--- src/rtl/slot_state_memory_pkg.sv ---
`default_nettype none
// ============================================================================
// Module   : slot_state_memory_pkg
// Brief    : Shared types and sizes for the VM2413 per-slot state stores.
// Revision : 1.0
// ============================================================================
package slot_state_memory_pkg;

   localparam int NUM_SLOTS = 18;

   typedef logic [4:0]  SLOT_TYPE;
   typedef logic [17:0] PHASE_TYPE;

   typedef enum logic [0:0] {
      ST_SWEEP = 1'b0,
      ST_IDLE  = 1'b1
   } sweep_state_e;

endpackage
`default_nettype wire

--- src/rtl/slot_state_memory_if.sv ---
`default_nettype none
// ============================================================================
// Module   : slot_state_memory_if
// Brief    : Read/write/clear bundle between slot sequencer and state store.
// Revision : 1.0
// ============================================================================
interface slot_state_memory_if
   import slot_state_memory_pkg::*;
#(
   parameter int SLOTS = NUM_SLOTS,
   parameter int WIDTH = $bits(PHASE_TYPE)
) ();

   localparam int AW = $clog2(SLOTS);

   logic             clear_req;
   logic             init_busy;
   logic [AW-1:0]    rd_slot;
   logic [WIDTH-1:0] rd_data;
   logic             wr_en;
   logic [AW-1:0]    wr_slot;
   logic [WIDTH-1:0] wr_data;
   logic             wr_drop;

   modport master (
      output clear_req, rd_slot, wr_en, wr_slot, wr_data,
      input  init_busy, rd_data, wr_drop
   );

   modport slave (
      input  clear_req, rd_slot, wr_en, wr_slot, wr_data,
      output init_busy, rd_data, wr_drop
   );

endinterface
`default_nettype wire

--- src/rtl/slot_state_memory_sdp_ram.sv ---
`default_nettype none
// ============================================================================
// Module   : slot_state_memory_sdp_ram
// Brief    : Simple dual-port RAM, registered read-first output, no reset.
// Revision : 1.0
// ============================================================================
module slot_state_memory_sdp_ram #(
   parameter int DEPTH = 18,
   parameter int WIDTH = 18,
   parameter int AW    = $clog2(DEPTH)
) (
   input  wire logic             clk,
   input  wire logic             we_i,
   input  wire logic [AW-1:0]    waddr_i,
   input  wire logic [WIDTH-1:0] wdata_i,
   input  wire logic [AW-1:0]    raddr_i,
   output logic      [WIDTH-1:0] rdata_o
);

   logic [WIDTH-1:0] mem_q [DEPTH];
   logic [WIDTH-1:0] rdata_q;

   // Read and write share one process so a same-address access returns old data.
   always_ff @(posedge clk) begin
      if (we_i) begin
         mem_q[waddr_i] <= wdata_i;
      end
      rdata_q <= mem_q[raddr_i];
   end

   assign rdata_o = rdata_q;

endmodule
`default_nettype wire

--- src/rtl/slot_state_memory.sv ---
`default_nettype none
// ============================================================================
// Module   : slot_state_memory
// Brief    : Per-slot state store with self-clearing sweep and write bypass.
// Revision : 1.0
// ============================================================================
module slot_state_memory
   import slot_state_memory_pkg::*;
#(
   parameter int               SLOTS      = NUM_SLOTS,
   parameter int               WIDTH      = $bits(PHASE_TYPE),
   parameter logic [WIDTH-1:0] INIT_VALUE = '0,
   parameter bit               BYPASS     = 1'b1
) (
   input wire logic clk,
   input wire logic reset_n,
   slot_state_memory_if.slave bus
);

   localparam int            AW      = $clog2(SLOTS);
   localparam logic [AW:0]   c_SLOTS = (AW+1)'(SLOTS);
   localparam logic [AW-1:0] c_LAST  = AW'(SLOTS - 1);

   sweep_state_e     state_q;
   logic [AW-1:0]    ptr_q;
   logic             busy_q;
   logic             rd_init_q;
   logic             rd_byp_q;
   logic [WIDTH-1:0] byp_data_q;
   logic             wr_drop_q;

   logic             w_sweep;
   logic             w_wr_in_range;
   logic             w_rd_in_range;
   logic             w_wr_accept;
   logic             w_ram_we;
   logic [AW-1:0]    w_ram_waddr;
   logic [WIDTH-1:0] w_ram_wdata;
   logic [AW-1:0]    w_ram_raddr;
   logic [WIDTH-1:0] w_ram_rdata;

   // A clear request always wins, so a restarted sweep still covers every slot.
   always_ff @(posedge clk or negedge reset_n) begin
      if (!reset_n) begin
         state_q <= ST_SWEEP;
         ptr_q   <= '0;
         busy_q  <= 1'b1;
      end else begin
         case (state_q)
            ST_SWEEP: begin
               if (bus.clear_req) begin
                  ptr_q <= '0;
               end else if (ptr_q == c_LAST) begin
                  state_q <= ST_IDLE;
                  ptr_q   <= '0;
                  busy_q  <= 1'b0;
               end else begin
                  ptr_q <= ptr_q + AW'(1);
               end
            end
            ST_IDLE: begin
               if (bus.clear_req) begin
                  state_q <= ST_SWEEP;
                  ptr_q   <= '0;
                  busy_q  <= 1'b1;
               end
            end
            default: begin
               state_q <= ST_SWEEP;
               ptr_q   <= '0;
               busy_q  <= 1'b1;
            end
         endcase
      end
   end

   assign w_sweep       = (state_q == ST_SWEEP);
   assign w_wr_in_range = ({1'b0, bus.wr_slot} < c_SLOTS);
   assign w_rd_in_range = ({1'b0, bus.rd_slot} < c_SLOTS);
   assign w_wr_accept   = bus.wr_en & ~w_sweep & w_wr_in_range;

   assign w_ram_we    = w_sweep | w_wr_accept;
   assign w_ram_waddr = w_sweep ? ptr_q : bus.wr_slot;
   assign w_ram_wdata = w_sweep ? INIT_VALUE : bus.wr_data;
   assign w_ram_raddr = w_rd_in_range ? bus.rd_slot : '0;

   slot_state_memory_sdp_ram #(
      .DEPTH (SLOTS),
      .WIDTH (WIDTH),
      .AW    (AW)
   ) u_ram (
      .clk     (clk),
      .we_i    (w_ram_we),
      .waddr_i (w_ram_waddr),
      .wdata_i (w_ram_wdata),
      .raddr_i (w_ram_raddr),
      .rdata_o (w_ram_rdata)
   );

   // Output select is registered alongside the RAM read so both share one cycle of latency.
   always_ff @(posedge clk or negedge reset_n) begin
      if (!reset_n) begin
         rd_init_q  <= 1'b1;
         rd_byp_q   <= 1'b0;
         byp_data_q <= INIT_VALUE;
         wr_drop_q  <= 1'b0;
      end else begin
         rd_init_q  <= w_sweep | ~w_rd_in_range;
         rd_byp_q   <= BYPASS & w_wr_accept & (bus.wr_slot == bus.rd_slot);
         byp_data_q <= bus.wr_data;
         wr_drop_q  <= bus.wr_en & ~w_wr_accept;
      end
   end

   assign bus.init_busy = busy_q;
   assign bus.wr_drop   = wr_drop_q;
   assign bus.rd_data   = rd_init_q ? INIT_VALUE : (rd_byp_q ? byp_data_q : w_ram_rdata);

endmodule
`default_nettype wire

--- src/flat_wrapper.sv ---
// flat-port wrapper written by rule: the top's interface ports become plain ports
module slot_state_memory_flat import slot_state_memory_pkg::*;
#(
   parameter int               SLOTS      = NUM_SLOTS,
   parameter int               WIDTH      = $bits(PHASE_TYPE),
   parameter logic [WIDTH-1:0] INIT_VALUE = '0,
   parameter bit               BYPASS     = 1'b1
)
  (clk, reset_n, bus_clear_req, bus_rd_slot, bus_wr_en, bus_wr_slot, bus_wr_data, bus_init_busy, bus_rd_data, bus_wr_drop);
  slot_state_memory_if #(.SLOTS(SLOTS), .WIDTH(WIDTH)) bus_i ();
  input wire logic clk;
  input wire logic reset_n;
  input wire logic [$bits(bus_i.clear_req)-1:0] bus_clear_req;
  input wire logic [$bits(bus_i.rd_slot)-1:0] bus_rd_slot;
  input wire logic [$bits(bus_i.wr_en)-1:0] bus_wr_en;
  input wire logic [$bits(bus_i.wr_slot)-1:0] bus_wr_slot;
  input wire logic [$bits(bus_i.wr_data)-1:0] bus_wr_data;
  output wire logic [$bits(bus_i.init_busy)-1:0] bus_init_busy;
  output wire logic [$bits(bus_i.rd_data)-1:0] bus_rd_data;
  output wire logic [$bits(bus_i.wr_drop)-1:0] bus_wr_drop;
  assign bus_i.clear_req = bus_clear_req;
  assign bus_i.rd_slot = bus_rd_slot;
  assign bus_i.wr_en = bus_wr_en;
  assign bus_i.wr_slot = bus_wr_slot;
  assign bus_i.wr_data = bus_wr_data;
  assign bus_init_busy = bus_i.init_busy;
  assign bus_rd_data = bus_i.rd_data;
  assign bus_wr_drop = bus_i.wr_drop;
  slot_state_memory #(.SLOTS(SLOTS), .WIDTH(WIDTH), .INIT_VALUE(INIT_VALUE), .BYPASS(BYPASS)) u_core (.clk(clk), .reset_n(reset_n), .bus(bus_i));
endmodule
--- config.mk ---
export PLATFORM = sky130hd
export DESIGN_NAME = slot_state_memory_flat
export DESIGN_NICKNAME = d
export VERILOG_FILES = /design/src/rtl/slot_state_memory_pkg.sv /design/src/rtl/slot_state_memory_if.sv /design/src/rtl/slot_state_memory_sdp_ram.sv /design/src/rtl/slot_state_memory.sv /design/src/flat_wrapper.sv
export SDC_FILE = /design/constraint.sdc
export NUM_CORES = 1
export LEC_CHECK = 0
export ABC_CLOCK_PERIOD_IN_PS = 2800
export BUFFER_PORTS_ARGS = -buffer_cell sky130_fd_sc_hd__buf_2
export CAP_MARGIN = 20
export CORE_UTILIZATION = 55
export DETAILED_ROUTE_END_ITERATION = 7
export PLACE_DENSITY = 0.74
export SYNTH_ARGS = -nofsm -noshare
export SYNTH_HDL_FRONTEND = slang
export SYNTH_HIERARCHICAL = 1
export SYNTH_SLANG_ARGS = --single-unit
--- constraint.sdc ---
create_clock -name clk -period 2.8 [get_ports clk]
set_input_delay 0.42 -clock clk [delete_from_list [all_inputs] [get_ports clk]]
set_output_delay 0.42 -clock clk [all_outputs]
set_load 0.1 [all_outputs]
### Word-level counts from Yosys, hierarchy flattened

Memories as Yosys holds them, arrays and structs flattened. A register that Yosys moved wholly into a read port is not among the register bits.
Cells that the tools add are included.

* bits in registers: 28
* bits in latches: 0
* bits in writable memories: 324
* bits in read-only memories: 0
* input port bits: 32
* output and inout bits: 20
* logic and storage cells: 45
* memories: 1

Memory list
* u_core.u_ram.mem_q: words 18, width 18, read ports 1, clocked after memory_dff 1, wr ports 1, line slot_state_memory_sdp_ram.sv:20 `logic [WIDTH-1:0] mem_q [DEPTH];`

* add/subtract/negate cells: 1
* multipliers: 0
* divide/modulo/power cells: 0
* $lt $le $gt $ge: 2
* equality and inequality tests: 5
* shift-type cells: 0
* multiplexer cells: 19
* bitwise logic cells: 9
* reduce and logical (&&, ||, !) cells: 1

Operator list (count)
* 2-to-1 mux 18 bit: 3
* 2-to-1 mux 5 bit: 5
* < comparator 5 bit (second input constant): 2
* one-hot mux 5 bit (2 select lines): 1
* 2-to-1 mux 1 bit: 8
* != test 2 bit (second input constant): 3
* adder 5 x 1 -> 5 bit (second input constant): 1
* == test 5 bit: 1
* == test 5 bit (second input constant): 1
* bitwise AND 1 bit: 4
* one-hot mux 1 bit (2 select lines): 2
* inverter 1 bit: 3
* AND reduction 3 bit: 1
* bitwise OR 1 bit: 2

### Longest topological paths before layout

Gate-level depths: netlist (run 1).

* depth in word-level cells: 5
* depth in mapped cells: 9
* gate-level depth less buffers: 6

### By module

The synthesis (run 1) kept the hierarchy.

Modules (own cells, without submodules)
* slot_state_memory_sdp_ram: times used 1, cells each 606, area an instance 13050.0 um^2, seq. area each 10089.7 um^2
* slot_state_memory: times used 1, cells each 145, area an instance 1462.7 um^2, seq. area each 703.2 um^2

### Worst setup path after synthesis (run 1)

Ideal clock, no wire load.

* kind: register to register
* start point: reg u_core.state_q
* end point: mem u_core.u_ram.mem_q[17][0], enable pin
* setup time: 0.420 ns
* arrival: 2.571 ns
* slack: -0.191 ns
* cell stages (with the launch flop): 7
* path buffers: 2
* clock period less this slack: 2.991 ns
* cells stage by stage: dfrtp_1 > buf_2 > mux2_1 > clkbuf_1 > nor2_1 > nand3_1 > nor3b_1

* elaborated cells on any way between the ends: 7
* classes of those cells: mux (3); bitwise (4)

RTL lines
* start, declared: line slot_state_memory.sv:24 `sweep_state_e state_q;`
* start signal, assigned: line slot_state_memory.sv:45 `state_q <= ST_SWEEP;`
* start signal, assigned: line slot_state_memory.sv:54 `state_q <= ST_IDLE;`
* start signal, assigned: line slot_state_memory.sv:63 `state_q <= ST_SWEEP;`
* 2-to-1 mux 5 bit: line slot_state_memory.sv:83 `assign w_ram_waddr = w_sweep ? ptr_q : bus.wr_slot;`
* named net u_core.w_ram_waddr[2]: line slot_state_memory.sv:37 `logic [AW-1:0] w_ram_waddr;`
* end, declared: line slot_state_memory_sdp_ram.sv:20

The timed path passes the listed nets, and every way through them passes these cells.

### Final worst setup path (run 1)

* start point: reg u_core.state_q
* end point: mem u_core.u_ram.mem_q[14][6], enable pin

The elaborated chain is that of the path after synthesis.

==> impl_metrics.json, run 1 <==
{
  "final_area_sq_mm": 0.0167,
  "status": "completed",
  "fmax_ghz": 0.383,
  "io_buffers": 51,
  "ys_seq_elements": 370,
  "cts_buffers": 36,
  "drc": 0,
  "drt_first_pass_iters": 7,
  "syn_area_sq_mm": 0.0145,
  "hold_path_class": "input port to flip-flop",
  "top_usage_layer": "met2",
  "cellPowerDensity_mw_per_mm2": 693,
  "crit_type": "flip-flop to flip-flop",
  "power_mw": 11.6,
  "fin_crit_sh": 0.933,
  "antenna_found_initial": 0,
  "hold_violations": 0,
  "synth_nets": 785,
  "die_x_um": 164,
  "fin_cells": 1201,
  "pre_cts_ws_ps": 205,
  "grt_start_max_net_pins": 51,
  "area_growth_pct": 15.2,
  "cts_tree": "yes",
  "design.die.area_sq_mm": 0.0270,
  "cp.required_ps": 3010,
  "fin_util": 0.643,
  "yosysUniqueCellTypes": 51,
  "ir_drop_mv": 0.642,
  "worstPathMaxFanout": 23,
  "synth_edf_count": 324,
  "cts_root_buf": "clkbuf_16",
  "coreArea_sq_mm": 0.0260,
  "grt_pass1_wl_mm": 46.6,
  "avgSynthCellArea_sq_um": 19.3,
  "cts.path.max_buffers": 3,
  "grt_pass1_vias": 7762,
  "grt_util_met2": 0.427,
  "finalWeightedCongestion": 0.789,
  "place_inst": 1134,
  "cp.arrival_ps": 2820,
  "skew_ps": 20.7,
  "viasPerCell": 6.12,
  "finalSetupTns_ps": 0,
  "ant_nets": 0,
  "synth_top_flop_cell": "edfxtp_1",
  "drive_gt1_frac": 0.229,
  "ys_warn_count": 6,
  "totalWireLength_mm": 31.3,
  "n_antenna_cell": 0,
  "die_height_um": 164,
  "rsz0062_at_grt": "false",
  "min_period_ps": 2610,
  "synth-seq-area-share": 0.744,
  "cap_violations": 0,
  "track_usage": 0.242,
  "setup_violations": 0,
  "final_common_cell": "edfxtp_1",
  "dp_hpwl_mm": 19.0,
  "vias": 7352,
  "start_util": 0.559,
  "clock-sinks": 370,
  "clkLatencyLatePin_ps": 520,
  "fin_ws_ps": 187,
  "worst_slew_pin_slew_ps": 781,
  "p_leak_nw": 5.88,
  "mostFrequentLayoutCells": "edfxtp_1 (324), mux2i_1 (72), buf_2 (51), mux4_1 (43), clkbuf_16 (38)",
  "nNetsFinal": 872,
  "hold_ws_ps": 18.3,
  "final_max_slew_viol_count": 0,
  "endpoint_kind": "flip-flop",
  "drtIter0Drc": 713,
  "htree_num_levels": 2,
  "slew_headroom": 0.479,
  "num_rows": 59,
  "postPlaceCellArea_sq_mm": 0.0155,
  "synthCells": 751,
  "boundaryPins": 52,
  "grt_overflow": 0,
  "cts.repair.resized": 0,
  "grt.met1_usage": 0.300,
  "start_kind": "flip-flop",
  "met3_usage": 0.0359,
  "clk_pin_slew_worst_paths_ps": 60,
  "async_reset_ff_frac": 0.0757,
  "wl_per_cell_um": 26.1
}
[final timing paths]
path                       slack (ps)  depth (start not counted)                   endpoint       startpoint
min                                20                          1      u_core/byp_data_q[12]  bus_wr_data[12]
max                               190                          6  u_core/u_ram/mem_q[14][6]   u_core/state_q
min reg2reg                       560                          2            u_core/ptr_q[1]  u_core/ptr_q[1]
min in group asynchronous         510                          2       u_core/byp_data_q[3]          reset_n
max reg2reg                       190                          6  u_core/u_ram/mem_q[14][6]   u_core/state_q
max in group asynchronous        1800                          2       u_core/byp_data_q[6]          reset_n
[critical path: stages, from the launching register on]
cell and delay [ps]:
dfrtp_1 640, buf_4 390, nand2_1 100, o21ai_1 420
nand2_1 330, nor2_2 210, buf_12 210
[where the power goes]
group / switching [mW] / leakage (nW) / internal, mW
Combinational: 0.344 / 1.65 / 0.265
Clock: 1.98 / 0.581 / 2.86
Sequential: 0.0552 / 3.66 / 6.08
[cells in the mapped netlist, types with 4 or more instances]
cell,number,area [sq um]
and2_1,20,125
dfrtp_1,26,651
o21ai_1,22,110
nor3_1,5,25.0
mux2i_1,72,721
buf_2,12,60.1
nand2_1,28,105
edfxtp_1,324,9730
buf_6,5,56.3
nand2b_1,4,25.0
a221oi_1,18,158
dfxtp_1,18,360
mux4_1,43,1130
mux4_2,11,248
mux2_2,20,225
buf_4,5,37.5
nor2b_1,5,31.3
nand3_1,6,30.0
clkbuf_1,13,48.8
nor2_1,35,131
o211ai_1,18,135
[logic make-up after synthesis]
kind of cell / count (synthesis) / synth area share
flops: 370 / 0.744
fa+ha+maj: 2 / 0.00172
compound gates: 68 / 0.0323
xor+xnor: 6 / 0.00362
buf+inv: 44 / 0.0191
mux: 147 / 0.161
simple gates: 114 / 0.0387
[flip-flops by register name, summed over array words and instances, names as in the netlist]
name and cells:
u_core/state_q 1, u_core/u_ram/mem_q 324, u_core/u_ram/rdata_o 18, u_core/ptr_q 5, u_core/bus.wr_drop 1, u_core/rd_byp_q 1, u_core/bus.init_busy 1, u_core/byp_data_q 18
u_core/rd_init_q 1
[repair_timing]
action                    CTS  global route
buffers inserted            0             0
hold buffers                1             0
hold endpoints to repair   26             0
[area by class of cell]
class                           count  area (sq um)
Timing Repair Buffer               90           751
Sequential cell                   370         10800
Fill cell                        1695          9270
Multi-Input combinational cell    337          3540
Clock buffer                       44           973
Inverter                            3          12.5
Tap cell                          335           419
Clock inverter                     22           226
[routing by layer]
layer / wire (um) / vias up
met5: 0 / -
met1: 12200 / 3786
li1: - / 3213
met3: 1780 / 78
met2: 16300 / 275
met4: 1060 / 0
(Power assumes the default switching activity.)
==> run 2, diff against run 1 <==
--- a/config.mk
+++ b/config.mk
@@ -8,9 +8,11 @@
 export ABC_CLOCK_PERIOD_IN_PS = 2800
 export BUFFER_PORTS_ARGS = -buffer_cell sky130_fd_sc_hd__buf_2
 export CAP_MARGIN = 20
+export CORE_ASPECT_RATIO = 1.4
 export CORE_UTILIZATION = 55
 export DETAILED_ROUTE_END_ITERATION = 7
-export PLACE_DENSITY = 0.74
+export PLACE_DENSITY = 0.76
+export SLEW_MARGIN = 15
 export SYNTH_ARGS = -nofsm -noshare
 export SYNTH_HDL_FRONTEND = slang
 export SYNTH_HIERARCHICAL = 1
==> impl_metrics.json, run 2 (synthesized netlist as in run 1, its figures left out) <==
{
  "largest_reg_flops": 324,
  "cts.repair.resized": 0,
  "drtIter0Drc": 616,
  "final_max_slew_viol_count": 0,
  "slew_headroom": 0.351,
  "mostFrequentLayoutCells": "edfxtp_1 (324), mux2i_1 (72), buf_2 (51), mux4_1 (43), clkbuf_16 (30)",
  "hold_path_class": "input port to flip-flop",
  "grt_pass1_wl_mm": 47.0,
  "drc": 0,
  "power_mw": 10.8,
  "swShare": 0.204,
  "fin_crit_sh": 0.955,
  "drt_first_pass_iters": 5,
  "drive_gt1_frac": 0.214,
  "dr_wl_met3_mm": 1.78,
  "wl_per_cell_um": 26.2,
  "cellPowerDensity_mw_per_mm2": 651,
  "nNetsFinal": 881,
  "track_usage": 0.236,
  "largest_register": "u_core/u_ram/mem_q",
  "cts_tree": "yes",
  "cts_buffers": 30,
  "fin_util": 0.639,
  "post-cts-setup-buffer-count": 0,
  "area_growth_pct": 14.5,
  "status": "completed",
  "clkLatencyLatePin_ps": 560,
  "start_kind": "flip-flop",
  "grt_pass1_vias": 7824,
  "p_leak_nw": 5.84,
  "vias": 7415,
  "final_area_sq_mm": 0.0166,
  "cp.arrival_ps": 2250,
  "worstPathMaxFanout": 10,
  "setup_violations": 0,
  "clk_pin_slew_worst_paths_ps": 60,
  "rrSetupSlack_ps": 390,
  "dr.max_layer_used": "met4",
  "power.share.clock": 0.376,
  "grt_start_max_net_pins": 59,
  "dr_wl_met2_mm": 17.2,
  "finalSetupTns_ps": 0,
  "totalWireLength_mm": 31.3,
  "crit_type": "flip-flop to primary output",
  "power_frac_comb": 0.057,
  "hold_violations": 0,
  "hold_ws_ps": 16.9,
  "reg2regPathDepth": 5,
  "ctsHoldBuffers": 17,
  "finalWeightedCongestion": 0.767,
  "dp_hpwl_mm": 18.0,
  "p_sw_mw": 2.21,
  "fmax_ghz": 0.374,
  "grt_overflow": 0,
  "endpoint_kind": "primary output",
  "viasPerCell": 6.21,
  "rsz0062_at_grt": "false",
  "ir_drop_mv": 0.428,
  "start_util": 0.558,
  "cp.required_ps": 2380,
  "cts_root_buf": "clkbuf_16",
  "wl_met1_mm": 11.6,
  "postPlaceCellArea_sq_mm": 0.0155,
  "worst_slew_pin_slew_ps": 974,
  "io_buffers": 51,
  "boundaryPins": 52,
  "p_int_mw": 8.60,
  "cts.path.max_buffers": 3,
  "die_x_um": 139,
  "final_common_cell": "edfxtp_1",
  "antenna_found_initial": 0,
  "power_frac_seq": 0.567,
  "n_antenna_cell": 0,
  "clock-sinks": 370,
  "cap_violations": 0,
  "num_rows": 70,
  "coreArea_sq_mm": 0.0260,
  "min_period_ps": 2670,
  "skew_ps": 22.5,
  "final.fill_count": 1629,
  "die_height_um": 194,
  "design.die.area_sq_mm": 0.0270,
  "htree_num_levels": 1,
  "ant_nets": 0,
  "holdPathStages": 1
}
## run 2: final timing paths
kind | startpoint | to
setup / recovery | u_core/rd_byp_q | bus_rd_data[8]
hold / removal | bus_wr_data[4] | u_core/byp_data_q[4]
setup reg to reg | u_core/state_q | u_core/u_ram/mem_q[9][1]
hold reg to reg | u_core/ptr_q[1] | u_core/ptr_q[1]
max in group asynchronous | reset_n | u_core/byp_data_q[5]
min in group asynchronous | reset_n | u_core/byp_data_q[16]
## run 2: area by class of cell
class / count / area, sq um / share of cell area
clock inverter: 19 / 180 / 0.0108
sequential: 370 / 10800 / 0.650
inverter: 3 / 12.5 / 0.000753
clock buffer: 36 / 773 / 0.0465
multi-input combinational: 337 / 3520 / 0.212
timing repair buffer: 105 / 928 / 0.0559
tap: 324 / 405 / 0.0244
## run 2: stage by stage
step	cells	setup WS, ps
finish	1194	127
global route	1194	42.4
CTS	1194	97.7
detailed placement	1122	292
global placement	1122	359
floorplan	751	281
## run 2: layer usage
metal  vias up  global-route usage
met5         -                   0
met4         0              0.0724
met3        61              0.0237
met2       329               0.442
met1      3806               0.285
li1       3219                   -
## run 2: power groups by stage
stage	clock network, mW	logic (mW)	registers, mW
3_3_place_gp	0	0.582	6.24
3_5_place_dp	0	0.599	6.24
5_1_grt	4.31	0.666	6.13
6_report	4.06	0.621	6.13
4_1_cts	4.10	0.626	6.13
2_1_floorplan	0	0.393	6.22
## run 2: worst max-delay path: stages (launching register included)
cell and delay (ps):
dfrtp_1 780, buf_4 280, mux2i_1 100, nor2_1 100, buf_2 440
